`src/rtl/drive_ctrl_pkg.sv`:
```
// Shared definitions for the drive-circuit instruction sequencer:
// instruction field layout, opcodes and controller states.
package drive_ctrl_pkg;

  localparam int PC_WIDTH   = 11;
  localparam int CNT_WIDTH  = 10;
  localparam int INST_WIDTH = 3 + CNT_WIDTH + PC_WIDTH;
  localparam int OPC_MSB    = INST_WIDTH - 1;
  localparam int CNT_LSB    = PC_WIDTH;

  localparam logic [2:0] OP_NOP  = 3'd0;
  localparam logic [2:0] OP_PLAY = 3'd1;
  localparam logic [2:0] OP_WAIT = 3'd2;
  localparam logic [2:0] OP_JUMP = 3'd3;
  localparam logic [2:0] OP_LOOP = 3'd4;
  localparam logic [2:0] OP_HALT = 3'd5;

  typedef enum logic [2:0] {
    S_IDLE  = 3'd0,
    S_ADV   = 3'd1,
    S_FETCH = 3'd2,
    S_EXEC  = 3'd3,
    S_HOLD  = 3'd4,
    S_DONE  = 3'd5
  } state_e;

endpackage

```
`src/rtl/drive_dwell_cnt.sv`:
```
// Dwell counter shared by PLAY and WAIT: load, decrement toward zero,
// and report when the count has reached zero.
module drive_dwell_cnt #(
  parameter int W = 10
) (
  input  logic         clk,
  input  logic         rst,
  input  logic         load_i,
  input  logic         dec_i,
  input  logic [W-1:0] load_val_i,
  output logic         zero_o
);

  logic [W-1:0] cnt_q;

  // Load has priority; the count saturates at zero.
  always_ff @(posedge clk) begin
    if (rst) begin
      cnt_q <= {W{1'b0}};
    end else if (load_i) begin
      cnt_q <= load_val_i;
    end else if (dec_i && (cnt_q != {W{1'b0}})) begin
      cnt_q <= cnt_q - {{(W-1){1'b0}}, 1'b1};
    end else begin
      cnt_q <= cnt_q;
    end
  end

  assign zero_o = (cnt_q == {W{1'b0}});

endmodule

```
`src/rtl/drive_seq_ctrl.sv`:
```
// Drive-circuit instruction sequencer: fetches and decodes instructions,
// steers the PC register and gates pulse playback.
module drive_seq_ctrl
  import drive_ctrl_pkg::*;
(
  input  logic                  clk,
  input  logic                  rst,
  input  logic                  start_i,
  input  logic                  stop_i,
  input  logic [PC_WIDTH-1:0]   pc_i,
  input  logic [INST_WIDTH-1:0] inst_i,
  output logic                  update_pc_o,
  output logic [PC_WIDTH-1:0]   next_pc_o,
  output logic                  busy_o,
  output logic                  play_en_o,
  output logic                  done_o,
  output logic                  err_o
);

  state_e               state_q, state_d;
  logic [PC_WIDTH-1:0]  next_pc_q, next_pc_d;
  logic                 update_pc_q, busy_q, play_en_q, done_q;
  logic                 err_q, err_d;
  logic                 loop_act_q, loop_act_d;
  logic [CNT_WIDTH-1:0] loop_rem_q, loop_rem_d;
  logic                 play_d;
  logic                 dwell_load_s, dwell_dec_s, dwell_zero_s;

  logic [2:0]           opcode_s;
  logic [CNT_WIDTH-1:0] cnt_s;
  logic [PC_WIDTH-1:0]  target_s;
  logic [PC_WIDTH-1:0]  pc_inc_s;

  assign opcode_s = inst_i[OPC_MSB -: 3];
  assign cnt_s    = inst_i[CNT_LSB +: CNT_WIDTH];
  assign target_s = inst_i[PC_WIDTH-1:0];
  assign pc_inc_s = pc_i + {{(PC_WIDTH-1){1'b0}}, 1'b1};

  drive_dwell_cnt #(.W(CNT_WIDTH)) u_dwell (
    .clk        (clk),
    .rst        (rst),
    .load_i     (dwell_load_s),
    .dec_i      (dwell_dec_s),
    .load_val_i (cnt_s),
    .zero_o     (dwell_zero_s)
  );

  // Next-state and decode logic; stop overrides everything.
  always_comb begin
    state_d      = state_q;
    next_pc_d    = next_pc_q;
    err_d        = err_q;
    loop_act_d   = loop_act_q;
    loop_rem_d   = loop_rem_q;
    play_d       = play_en_q;
    dwell_load_s = 1'b0;
    dwell_dec_s  = 1'b0;
    if (stop_i) begin
      state_d = S_IDLE;
    end else begin
      case (state_q)
        S_IDLE: begin
          if (start_i) begin
            state_d    = S_ADV;
            next_pc_d  = {PC_WIDTH{1'b0}};
            err_d      = 1'b0;
            loop_act_d = 1'b0;
            loop_rem_d = {CNT_WIDTH{1'b0}};
          end else begin
            state_d = S_IDLE;
          end
        end
        S_ADV:   state_d = S_FETCH;
        S_FETCH: state_d = S_EXEC;
        S_EXEC: begin
          case (opcode_s)
            OP_NOP: begin
              next_pc_d = pc_inc_s;
              state_d   = S_ADV;
            end
            OP_PLAY, OP_WAIT: begin
              dwell_load_s = 1'b1;
              play_d       = (opcode_s == OP_PLAY);
              state_d      = S_HOLD;
            end
            OP_JUMP: begin
              next_pc_d = target_s;
              state_d   = S_ADV;
            end
            OP_LOOP: begin
              state_d = S_ADV;
              if (!loop_act_q && (cnt_s == {CNT_WIDTH{1'b0}})) begin
                next_pc_d = pc_inc_s;
              end else if (!loop_act_q) begin
                loop_act_d = 1'b1;
                loop_rem_d = cnt_s - {{(CNT_WIDTH-1){1'b0}}, 1'b1};
                next_pc_d  = target_s;
              end else if (loop_rem_q == {CNT_WIDTH{1'b0}}) begin
                loop_act_d = 1'b0;
                next_pc_d  = pc_inc_s;
              end else begin
                loop_rem_d = loop_rem_q - {{(CNT_WIDTH-1){1'b0}}, 1'b1};
                next_pc_d  = target_s;
              end
            end
            OP_HALT: state_d = S_DONE;
            default: begin
              err_d   = 1'b1;
              state_d = S_DONE;
            end
          endcase
        end
        S_HOLD: begin
          if (dwell_zero_s) begin
            next_pc_d = pc_inc_s;
            state_d   = S_ADV;
          end else begin
            dwell_dec_s = 1'b1;
          end
        end
        S_DONE:  state_d = S_IDLE;
        default: state_d = S_IDLE;
      endcase
    end
  end

  // State and registered Moore outputs, all derived from the next state.
  always_ff @(posedge clk) begin
    if (rst) begin
      state_q     <= S_IDLE;
      next_pc_q   <= {PC_WIDTH{1'b0}};
      update_pc_q <= 1'b0;
      busy_q      <= 1'b0;
      play_en_q   <= 1'b0;
      done_q      <= 1'b0;
      err_q       <= 1'b0;
      loop_act_q  <= 1'b0;
      loop_rem_q  <= {CNT_WIDTH{1'b0}};
    end else begin
      state_q     <= state_d;
      next_pc_q   <= next_pc_d;
      update_pc_q <= (state_d == S_ADV);
      busy_q      <= (state_d != S_IDLE);
      play_en_q   <= (state_d == S_HOLD) && play_d;
      done_q      <= (state_d == S_DONE);
      err_q       <= err_d;
      loop_act_q  <= loop_act_d;
      loop_rem_q  <= loop_rem_d;
    end
  end

  assign update_pc_o = update_pc_q;
  assign next_pc_o   = next_pc_q;
  assign busy_o      = busy_q;
  assign play_en_o   = play_en_q;
  assign done_o      = done_q;
  assign err_o       = err_q;

endmodule

```
`config.mk`:
```
export PLATFORM = sky130hd
export DESIGN_NAME = drive_seq_ctrl
export DESIGN_NICKNAME = d
export VERILOG_FILES = /design/src/rtl/drive_ctrl_pkg.sv /design/src/rtl/drive_dwell_cnt.sv /design/src/rtl/drive_seq_ctrl.sv
export SDC_FILE = /design/constraint.sdc
export NUM_CORES = 1
export LEC_CHECK = 0
export ABC_CLOCK_PERIOD_IN_PS = 3100
export CORE_MARGIN = 3
export CORE_UTILIZATION = 52
export CTS_CLUSTER_DIAMETER = 150
export DETAILED_ROUTE_END_ITERATION = 7
export PLACE_DENSITY = 0.81
export RECOVER_POWER = 25
export SETUP_SLACK_MARGIN = 0.2
export SLEW_MARGIN = 5
export SYNTH_ARGS = -nofsm -noshare
export SYNTH_HDL_FRONTEND = slang
export SYNTH_SLANG_ARGS = --single-unit
```
`constraint.sdc`:
```
create_clock -name clk -period 3.1 [get_ports clk]
set_input_delay 0.465 -clock clk [delete_from_list [all_inputs] [get_ports clk]]
set_output_delay 0.465 -clock clk [all_outputs]
set_load 0.01 [all_outputs]
```
# After elaboration in Yosys (flattened, before gate mapping)
# Cells that the tools add are included.
# op_classes
addsub,4
eq_ne,19
n_mux,37
bitwise,1
n_reduce_logical,21
# op_table
cell,n
$mux W10,7
$pmux W11 S3,2
$mux W11,5
$logic_not A10 Y1,3
$sub A10 B1 Y10 const B,3
$pmux W10 S2,1
$mux W1,16
$eq A3 B3 Y1 const B,5
$pmux W3 S5,1
$eq A3 B2 Y1 const B,4
$add A11 B1 Y11 const B,1
$ne A2 B2 Y1 const B,5
$reduce_and A5 Y1,2
$reduce_bool A10 Y1,1
$eq A3 B1 Y1 const B,3
$logic_not A3 Y1,2
$mux W3,2
$pmux W3 S2,1
$reduce_and A6 Y1,1
$reduce_bool A3 Y1,2
$reduce_or A6 Y1,1
$ne A4 B2 Y1 const B,1
$pmux W1 S2,2
$reduce_and A4 Y1,1
other kinds (7),10
# word_totals
reg_bits,40

# Longest topological paths before layout
# Gate-level depths: netlist of run 1.
# logic_depth
word_depth,7
depth_mapped,10
mapped_depth_nobuf,8

# By module
# Synthesis of run 1 repeated with hierarchy kept, for this count alone.
# hier_totals
cells_unflattened,307
hier_area_um2,2731.4
# by_module_without_submodules
module,instances,cells_per_inst,area_per_inst_um2
drive_seq_ctrl,1,235,2104.5
drive_dwell_cnt,1,72,626.9

# Least setup slack after synthesis of run 1
# Ideal clock, no wire load.
# synth_path
kind,register to register
from,reg loop_act_q
to,reg loop_rem_q[8]
setup_ns,0.117
arrival_ns,2.624
path_slack_ns,0.359
stages_incl_launch_ff,11
n_path_buf,3
path_cell_list,dfxtp_1 -> clkbuf_1 -> buf_1 -> clkbuf_1 -> mux2i_1 -> ha_1 -> o21ai_0 -> nor3_1 -> xnor2_1 -> o21ai_0 -> a22o_1
# synth_via
elab_chain_len,4
# synth_rtl
item,line_no,rtl
from (decl),drive_seq_ctrl.sv:24,"logic loop_act_q, loop_act_d;"
from (signal assigned),drive_seq_ctrl.sv:147,loop_act_q <= loop_act_d;
$mux W10 / $logic_not A1 Y1 (equally long branches),n/a,
$mux W10 / $logic_and A1 B1 Y1 (equally long branches),drive_seq_ctrl.sv:92,if (!loop_act_q && (cnt_s == {CNT_WIDTH{1'b0}})) begin
$mux W10 / $ne A2 B2 Y1 (equally long branches),n/a,
$pmux W10 S2 / $reduce_and A6 Y1 (equally long branches),n/a,
to (signal assigned),drive_seq_ctrl.sv:138,loop_rem_q <= {CNT_WIDTH{1'b0}};
to (signal assigned),drive_seq_ctrl.sv:148,loop_rem_q <= loop_rem_d;
to (decl),drive_seq_ctrl.sv:25,"logic [CNT_WIDTH-1:0] loop_rem_q, loop_rem_d;"
# Parallel ways exist; a longest one is shown, timed or not. The select of a mux whose other input is x is not followed.
# A chain may end at the register's enable or synchronous reset.

# Worst setup path after layout of run 1
# layout_path
from,reg state_q[2]
to,"reg next_pc_q[4], in the netlist next_pc_o[4]"
# layout_via
elab_chain_len,3
# layout_rtl
item,line_no,rtl
from (decl),drive_seq_ctrl.sv:20,"state_e state_q, state_d;"
from (signal assigned),drive_seq_ctrl.sv:140,state_q <= state_d;
$eq A3 B2 Y1 (tied with other cells),drive_seq_ctrl.sv:61,case (state_q)
$ne A4 B2 Y1 (no source line) (tied with other cells),n/a,
$reduce_and A5 Y1 (no source line),n/a,
to (signal assigned),drive_seq_ctrl.sv:131,next_pc_q <= {PC_WIDTH{1'b0}};
to (signal assigned),drive_seq_ctrl.sv:141,next_pc_q <= next_pc_d;
to (decl),drive_seq_ctrl.sv:21,"logic [PC_WIDTH-1:0] next_pc_q, next_pc_d;"
# Parallel ways exist; a longest one is shown, timed or not.

==> results of run 1 <==
==> kinds of logic after synthesis <==
group,count (synthesis)
muxes,6
xor gates and xnor gates,16
adders and majority gates,4
buffers and inverters,29
and+or+nand+nor,157
AOI/OAI and AO/OA,97
DFF,40
==> state kept, by name, indices dropped and copies added, names as in the netlist, 3 cells and up <==
signal,cells
u_dwell.cnt_q,10
state_q,3
loop_rem_q,10
next_pc_o,11
==> report_power, final <==
part	internal, uW	switching [uW]	leakage, uW	total, uW
clock network	238	200	0.0000541	439
logic	103	103	0.000830	206
registers	524	6.52	0.000324	530
total	865	310	0.00121	1180
==> cell type report <==
type / count / share of cell area
inverter: 10 / 0.0112
tap: 67 / 0.0250
clock buffer: 5 / 0.0205
timing repair buffer: 64 / 0.184
sequential: 40 / 0.239
clock inverter: 3 / 0.0127
multi-input combinational: 280 / 0.508
==> routing by layer <==
| layer | wire, um | vias to the layer above |
|---|---|---|
| met2 | 3460 | 131 |
| met3 | 519 | 8 |
| met5 | 0 | - |
| met4 | 95 | 0 |
| met1 | 3250 | 1348 |
| li1 | - | 1402 |
==> final timing paths <==
check | startpoint | endpoint | slack (ns) | cells past startpoint
setup / recovery | state_q[2]$_SDFF_PP0_ | next_pc_o[4]$_SDFFE_PP0P_ | 0.40 | 6
setup reg to reg | state_q[2]$_SDFF_PP0_ | next_pc_o[4]$_SDFFE_PP0P_ | 0.40 | 6
hold / removal | next_pc_o[2]$_SDFFE_PP0P_ | next_pc_o[2]$_SDFFE_PP0P_ | 0.50 | 2
hold reg to reg | next_pc_o[2]$_SDFFE_PP0P_ | next_pc_o[2]$_SDFFE_PP0P_ | 0.50 | 2
==> stage by stage <==
stage / worst slack, ns / total power, uW
6_report: 0.396 / 1180
5_1_grt: 0.234 / 1220
4_1_cts: 0.426 / 1180
3_5_place_dp: 0.245 / 749
3_3_place_gp: 0.373 / 744
2_1_floorplan: 0.359 / 644
==> critical path, cell delays in order, from the launching register on <==
cell and delay, ns:
sky130_fd_sc_hd__dfxtp_1 0.52, sky130_fd_sc_hd__or3b_1 0.58, sky130_fd_sc_hd__nor4_4 0.36, sky130_fd_sc_hd__o21ai_2 0.16, sky130_fd_sc_hd__or3_1 0.55, sky130_fd_sc_hd__a221oi_1 0.30, sky130_fd_sc_hd__nor3_1 0.09
==> cell usage in the layout, fill, tap and decap left out, types with 3 or more instances in the layout <==
master	netlist	layout
sky130_fd_sc_hd__nor2_1	50	50
sky130_fd_sc_hd__dfxtp_1	40	40
sky130_fd_sc_hd__clkdlybuf4s50_1	0	40
sky130_fd_sc_hd__o21ai_0	27	27
sky130_fd_sc_hd__nor3_1	26	26
sky130_fd_sc_hd__nand2_1	24	24
sky130_fd_sc_hd__a21oi_1	15	15
sky130_fd_sc_hd__dlygate4sd3_1	0	14
sky130_fd_sc_hd__xor2_1	11	11
sky130_fd_sc_hd__inv_1	10	10
sky130_fd_sc_hd__nand3_1	10	10
sky130_fd_sc_hd__buf_4	1	10
sky130_fd_sc_hd__a31oi_1	9	9
sky130_fd_sc_hd__a221oi_1	8	8
sky130_fd_sc_hd__o22ai_1	8	8
sky130_fd_sc_hd__nand2b_1	7	7
sky130_fd_sc_hd__mux2i_1	6	6
sky130_fd_sc_hd__nor4_1	6	6
sky130_fd_sc_hd__and4_1	6	6
sky130_fd_sc_hd__a22o_1	6	6
sky130_fd_sc_hd__or3_1	5	5
sky130_fd_sc_hd__xnor2_1	5	5
sky130_fd_sc_hd__o211ai_1	5	5
sky130_fd_sc_hd__clkbuf_8	0	5
sky130_fd_sc_hd__nand3b_1	4	4
sky130_fd_sc_hd__ha_1	4	4
sky130_fd_sc_hd__nor2b_1	3	3
sky130_fd_sc_hd__a22oi_1	3	3
sky130_fd_sc_hd__a211oi_1	3	3
==> metrics.log, run 1 <==
[metrics] share of async-settable or async-resettable flops after synthesis: 0
[metrics] path type of the worst min-delay path: flop to flop
[metrics] Seq cells post-synth: 40
[metrics] utilization of the core after routing: 0.696
[metrics] cell area after technology mapping: 2640 um2
[metrics] placeable core area: just under 5000 um2
[metrics] layout filler cell count: around 450
[metrics] DP Cell Count: ~460
[metrics] sum of net half-perimeters after detailed placement: roughly 5.5 mm
[metrics] Die X-Extent: 77.3 um
[metrics] gp weighted congestion: a little under 0.9
[metrics] wire length of the first global-routing pass: ~12 mm
[metrics] Syn Nets: a little under 400
[metrics] commonest cells in the netlist: sky130_fd_sc_hd__nor2_1 (50), sky130_fd_sc_hd__dfxtp_1 (40), sky130_fd_sc_hd__o21ai_0 (27)
[metrics] setup skew after layout: 0.00958 ns
[metrics] drt total wl: 7.33 mm
[metrics] largest net degree at the start of global routing: 34
[metrics] areal power density over the cells: approximately 350 nW/um2
[metrics] Most Used Layer, Global Route: met2
[metrics] Post-Layout Inst Area: between 3000 and 4000 um2
[metrics] clock transition at the register clock pins on the worst setup and hold paths after CTS: ~0.090 ns
[metrics] kind of capture point of the worst setup path: flop
[metrics] Post-Synth XOR/XNOR Area: 0.0530
[metrics] GR Layer Usage met1: 0.313
[metrics] total setup violations reported at the end of the flow: 0
[metrics] register area share after synthesis: 0.303
[metrics] total vias in the final route: a little under 3,000
[metrics] Required @ worst endpoint: around 3.3 ns
[metrics] Final Hold Violating Endpoints: 0
[metrics] layout cells sized above 1: 0.0597
[metrics] IO Pins: 55
[metrics] via count of the first global-routing pass: about 2,700
[metrics] simple-gate portion of the synthesized area: 0.305
[metrics] number of nets in the finished design: 444
[metrics] headroom to the max-slew limit: 0.590
[metrics] antenna fix cells: 0
[metrics] site row count: 25
[metrics] Crit path arrival time: between 2 and 3 ns
[metrics] clock latency reported for the late side of the worst-skew pair: 0.30 ns
[metrics] average via count per standard cell: around 6
[metrics] count of flip-flops with a built-in enable after synthesis: 0
[metrics] top area cells in the synthesized netlist: sky130_fd_sc_hd__dfxtp_1 (30%), sky130_fd_sc_hd__nor2_1 (7.1%), sky130_fd_sc_hd__o21ai_0 (5.1%)
[metrics] Multi-input gate area: about 1700 um2
[metrics] RSZ-0062 raised after global routing: no
[metrics] transition time of the tightest slew-check pin: approximately 0.61 ns
[metrics] worst-case clock buffer depth: 2
[metrics] initial core utilization: 0.549
[metrics] CTS Root Buffer Type: sky130_fd_sc_hd__clkbuf_8
[metrics] number of nets with antenna violations after detailed routing: 0
[metrics] Peak Freq: 0.370 GHz
[metrics] Port-buffer cells: 54
[metrics] unique cell type count in the Yosys netlist: 52
[metrics] Yosys top cell area share: 0.303
[metrics] Max-cap violations: 0
[metrics] Chip Height: just under 80 um
[metrics] Post-CTS Hold Fix Bufs: 0
[metrics] Max H-tree Level: 2
[metrics] overflow left after global routing: 0
[metrics] Final Hold Slack: about 0.50 ns
[metrics] Final Critical Period: about 2.7 ns
[metrics] status: completed
[metrics] instance area after placement: 3240 um2
[metrics] total track usage: 0.252
[metrics] area added between synthesis and finish: 26.8%
[metrics] clock tree from TritonCTS: done
[metrics] fraction of the cycle the final worst path needs: 0.872
[metrics] combinational family with the most area after synthesis: simple AND/OR/NAND/NOR gates
[metrics] final max-slew violation count: 0
[metrics] antenna violations before repair: 0
[metrics] final setup TNS: 0 ns
[metrics] Clock Sink Count: 40
[metrics] Adder-Cell Fraction of Synth Area: 0.0189
[metrics] average wire length per cell after detail routing: 15.6 um
[metrics] total iterations of the first detailed-routing run: 5
[metrics] warnings from Yosys: 0
[metrics] Static Leak: ~0.0012 uW
[metrics] Top FF cell, synth: sky130_fd_sc_hd__dfxtp_1
[metrics] total clock buffers created by CTS: 5
[metrics] cell count after synthesis: 349
[metrics] DRC: 0
[metrics] setup repair bufs after CTS: 0
[metrics] maximum fanout along the worst path: 11
[metrics] Die Area: 5970 um2
[metrics] DR iter-0 viols: 283
[metrics] GR Layer Usage met3: 0.0552
[metrics] worst supply voltage drop on vdd: around 0.28 mV
[metrics] largest area contributor in the synthesized netlist: sky130_fd_sc_hd__dfxtp_1
[metrics] Worst Path Class, Setup: flop to flop
[metrics] Avg Cell Area, Syn: between 7 and 8 um2
[metrics] final instance count without filler cells: approximately 470
[metrics] met2 capacity usage during global routing: 0.432
[metrics] post-synthesis compound-gate area fraction: 0.244
[metrics] startpoint type of the worst setup path: flop
[metrics] leading cell type by number of instances after synthesis: sky130_fd_sc_hd__nor2_1
[metrics] CTS-repair resized insts: 0
[metrics] Reg area: 801 um2
[metrics] multiplexer share of the synthesized area: 0.0227
No activity file was read; power rests on OpenSTA's default activity.
==> run 2, diff against run 1 <==
--- a/config.mk
+++ b/config.mk
@@ -7,10 +7,9 @@
 export LEC_CHECK = 0
 export ABC_CLOCK_PERIOD_IN_PS = 3100
 export CORE_MARGIN = 3
-export CORE_UTILIZATION = 52
+export CORE_UTILIZATION = 30
 export CTS_CLUSTER_DIAMETER = 150
 export DETAILED_ROUTE_END_ITERATION = 7
-export PLACE_DENSITY = 0.81
 export RECOVER_POWER = 25
 export SETUP_SLACK_MARGIN = 0.2
 export SLEW_MARGIN = 5
==> run 2 against run 1 <==
Against the previous run:
- clock power down 22%
- critical endpoint unchanged
- clock skew shrank 0.0020 ns
- largest cell class unchanged
- flip-flop and latch count unchanged
- total power fell by 8.3%
==> metrics.log, run 2 (synthesis results as in run 1) <==
[metrics] status: completed
[metrics] Post-Layout Inst Area: 3360 um2 (+0.30%)
[metrics] most common library cell in the layout ignoring fill and taps: sky130_fd_sc_hd__nor2_1
[metrics] Final Hold Slack: 0.491 ns (-0.0105 ns)
[metrics] startpoint type of the worst setup path: flop
[metrics] placeable core area: 8380 um2 (+74%)
[metrics] Final Hold Violating Endpoints: 0 (unchanged)
[metrics] number of nets with antenna violations after detailed routing: 0 (unchanged)
[metrics] Max-cap violations: 0 (unchanged)
[metrics] total iterations of the first detailed-routing run: 5 (unchanged)
[metrics] transition time of the tightest slew-check pin: 1.43 ns (+0.819 ns)
[metrics] total power draw: 1080 uW (-8.3%)
[metrics] total vias in the final route: 2,786 (-3.6%)
[metrics] Port-buffer cells: 54 (unchanged)
[metrics] clock latency reported for the late side of the worst-skew pair: 0.29 ns (about the same)
[metrics] Max H-tree Level: 2 (unchanged)
[metrics] DR iter-0 viols: 180 (-36%)
[metrics] Crit path arrival time: 2.81 ns (-0.06 ns)
[metrics] layout cells sized above 1: 0.0524 (-0.00733)
[metrics] antenna fix cells: 0 (unchanged)
[metrics] Worst Path Class, Setup: flop to flop
[metrics] gp weighted congestion: 0.861 (-3.0%)
[metrics] initial core utilization: 0.315 (-0.233)
[metrics] clock transition at the register clock pins on the worst setup and hold paths after CTS: 0.08 ns (about the same)
[metrics] Reg area: 801 um2 (unchanged)
[metrics] fraction of the cycle the final worst path needs: 0.869 (-0.00364)
[metrics] wire length of the first global-routing pass: 12.4 mm (+0.67%)
[metrics] final max-slew violation count: 0 (unchanged)
[metrics] worst supply voltage drop on vdd: 0.147 mV (-48%)
[metrics] headroom to the max-slew limit: 0.0483 (-0.542)
[metrics] via count of the first global-routing pass: 2,615 (-2.9%)
[metrics] area added between synthesis and finish: 27.2%
[metrics] total clock buffers created by CTS: 5 (unchanged)
[metrics] final setup TNS: 0 ns (unchanged)
[metrics] Chip Height: 99.9 um (+29%)
[metrics] CTS Root Buffer Type: sky130_fd_sc_hd__clkbuf_8
[metrics] Peak Freq: 0.371 GHz (+0.42%)
[metrics] largest net degree at the start of global routing: 34 (unchanged)
[metrics] Die Area: 9970 um2 (+67%)
[metrics] setup repair bufs after CTS: 0 (unchanged)
[metrics] drt total wl: 7.53 mm (+2.8%)
[metrics] instance area after placement: 3290 um2 (+1.5%)
[metrics] Die X-Extent: 99.9 um (+29%)
[metrics] worst-case clock buffer depth: 2 (unchanged)
[metrics] average wire length per cell after detail routing: 14.9 um (-4.7%)
[metrics] path type of the worst min-delay path: flop to flop
[metrics] number of nets in the finished design: 444 (unchanged)
[metrics] maximum fanout along the worst path: 11 (unchanged)
[metrics] IO Pins: 55 (unchanged)
[metrics] Required @ worst endpoint: 3.22 ns (-0.05 ns)
[metrics] Post-CTS Hold Fix Bufs: 0 (unchanged)
[metrics] setup skew after layout: 0.00759 ns (-0.00199 ns)
[metrics] pre-CTS setup slack: 0.281 ns (+0.0360 ns)
[metrics] Final Critical Period: 2.69 ns (-0.0113 ns)
[metrics] RSZ-0062 raised after global routing: no
[metrics] total setup violations reported at the end of the flow: 0 (unchanged)
[metrics] overflow left after global routing: 0 (unchanged)
[metrics] Clock Sink Count: 40 (unchanged)
[metrics] CTS-repair resized insts: 0 (unchanged)
[metrics] average via count per standard cell: 5.51 (-11%)
[metrics] clock tree from TritonCTS: done
[metrics] sum of net half-perimeters after detailed placement: 5.72 mm (+3.5%)
[metrics] flip-flop count of the largest register, all copies and words added: 11 (unchanged)
[metrics] Multi-input gate area: 1700 um2 (unchanged)
[metrics] worst path setup slack after routing: 0.408 ns (+0.0113 ns)
[metrics] kind of capture point of the worst setup path: flop
[metrics] highest-count cells in the layout ignoring fill and taps: sky130_fd_sc_hd__nor2_1 (50), sky130_fd_sc_hd__clkdlybuf4s50_1 (41), sky130_fd_sc_hd__dfxtp_1 (40)
[metrics] areal power density over the cells: 321 nW/um2 (-8.6%)
[metrics] antenna violations before repair: 0 (unchanged)
[metrics] Static Leak: 0.00119 uW (-1.7%)
[metrics] layout filler cell count: 892 (+100%)
[metrics] total track usage: 0.152 (-0.0998)
[metrics] site row count: 33 (+32%)
[metrics] DRC: 0 (unchanged)
## run 2: changes by cell type in the layout (fill, tap and decap cells not counted)
cell and change:
sky130_fd_sc_hd__dlygate4sd3_1 -1, sky130_fd_sc_hd__buf_4 -1, sky130_fd_sc_hd__clkbuf_1 +2, sky130_fd_sc_hd__clkdlybuf4s50_1 +1
sky130_fd_sc_hd__bufinv_16 -1, sky130_fd_sc_hd__clkinvlp_4 -1
## run 2: where the power goes
part	internal, uW	switching (uW)
Sequential	524	6.97
Combinational	104	102
Clock	154	188
Total	781	296
## run 2: final timing paths
check | from | endpoint | slack [ns] | cells past startpoint
setup reg to reg | state_q[2]$_SDFF_PP0_ | next_pc_o[4]$_SDFFE_PP0P_ | 0.41 | 6
setup / recovery | state_q[2]$_SDFF_PP0_ | next_pc_o[4]$_SDFFE_PP0P_ | 0.41 | 6
hold / removal | next_pc_o[0]$_SDFFE_PP0P_ | next_pc_o[0]$_SDFFE_PP0P_ | 0.49 | 2
hold reg to reg | next_pc_o[0]$_SDFFE_PP0P_ | next_pc_o[0]$_SDFFE_PP0P_ | 0.49 | 2
## run 2: stage by stage
| step | instances | utilization |
|---|---|---|
| finish | 506 | 0.401 |
| global route | 506 | 0.401 |
| CTS | 506 | 0.401 |
| detailed placement | 499 | 0.392 |
| global placement | 499 | 0.392 |
| floorplan | 349 | - |
## run 2: final cells by class
type	instances	area share
multi-input cells	280	0.506
inverters	10	0.0112
well taps	105	0.0391
clock buffers	6	0.0216
flip-flops and latches	40	0.238
clock inverters	1	0.00149
repair buffers	64	0.182
## run 2: per-layer routing
metal  wire length (um)  vias up  part of all wire  GRT usage
li1                   -     1402                 -          -
met2               3250      104              0.43      0.229
met3                632        4             0.084     0.0473
met4                 45        0            0.0060     0.0357
met5                  0        -                 0          0
met1               3600     1276              0.48      0.211
## run 2: critical path, stage by stage, from the launching register on
cell and delay (ns):
sky130_fd_sc_hd__dfxtp_1 0.50, sky130_fd_sc_hd__or3b_1 0.58, sky130_fd_sc_hd__nor4_4 0.36, sky130_fd_sc_hd__o21ai_2 0.15
sky130_fd_sc_hd__or3_1 0.55, sky130_fd_sc_hd__a221oi_1 0.30, sky130_fd_sc_hd__nor3_1 0.09
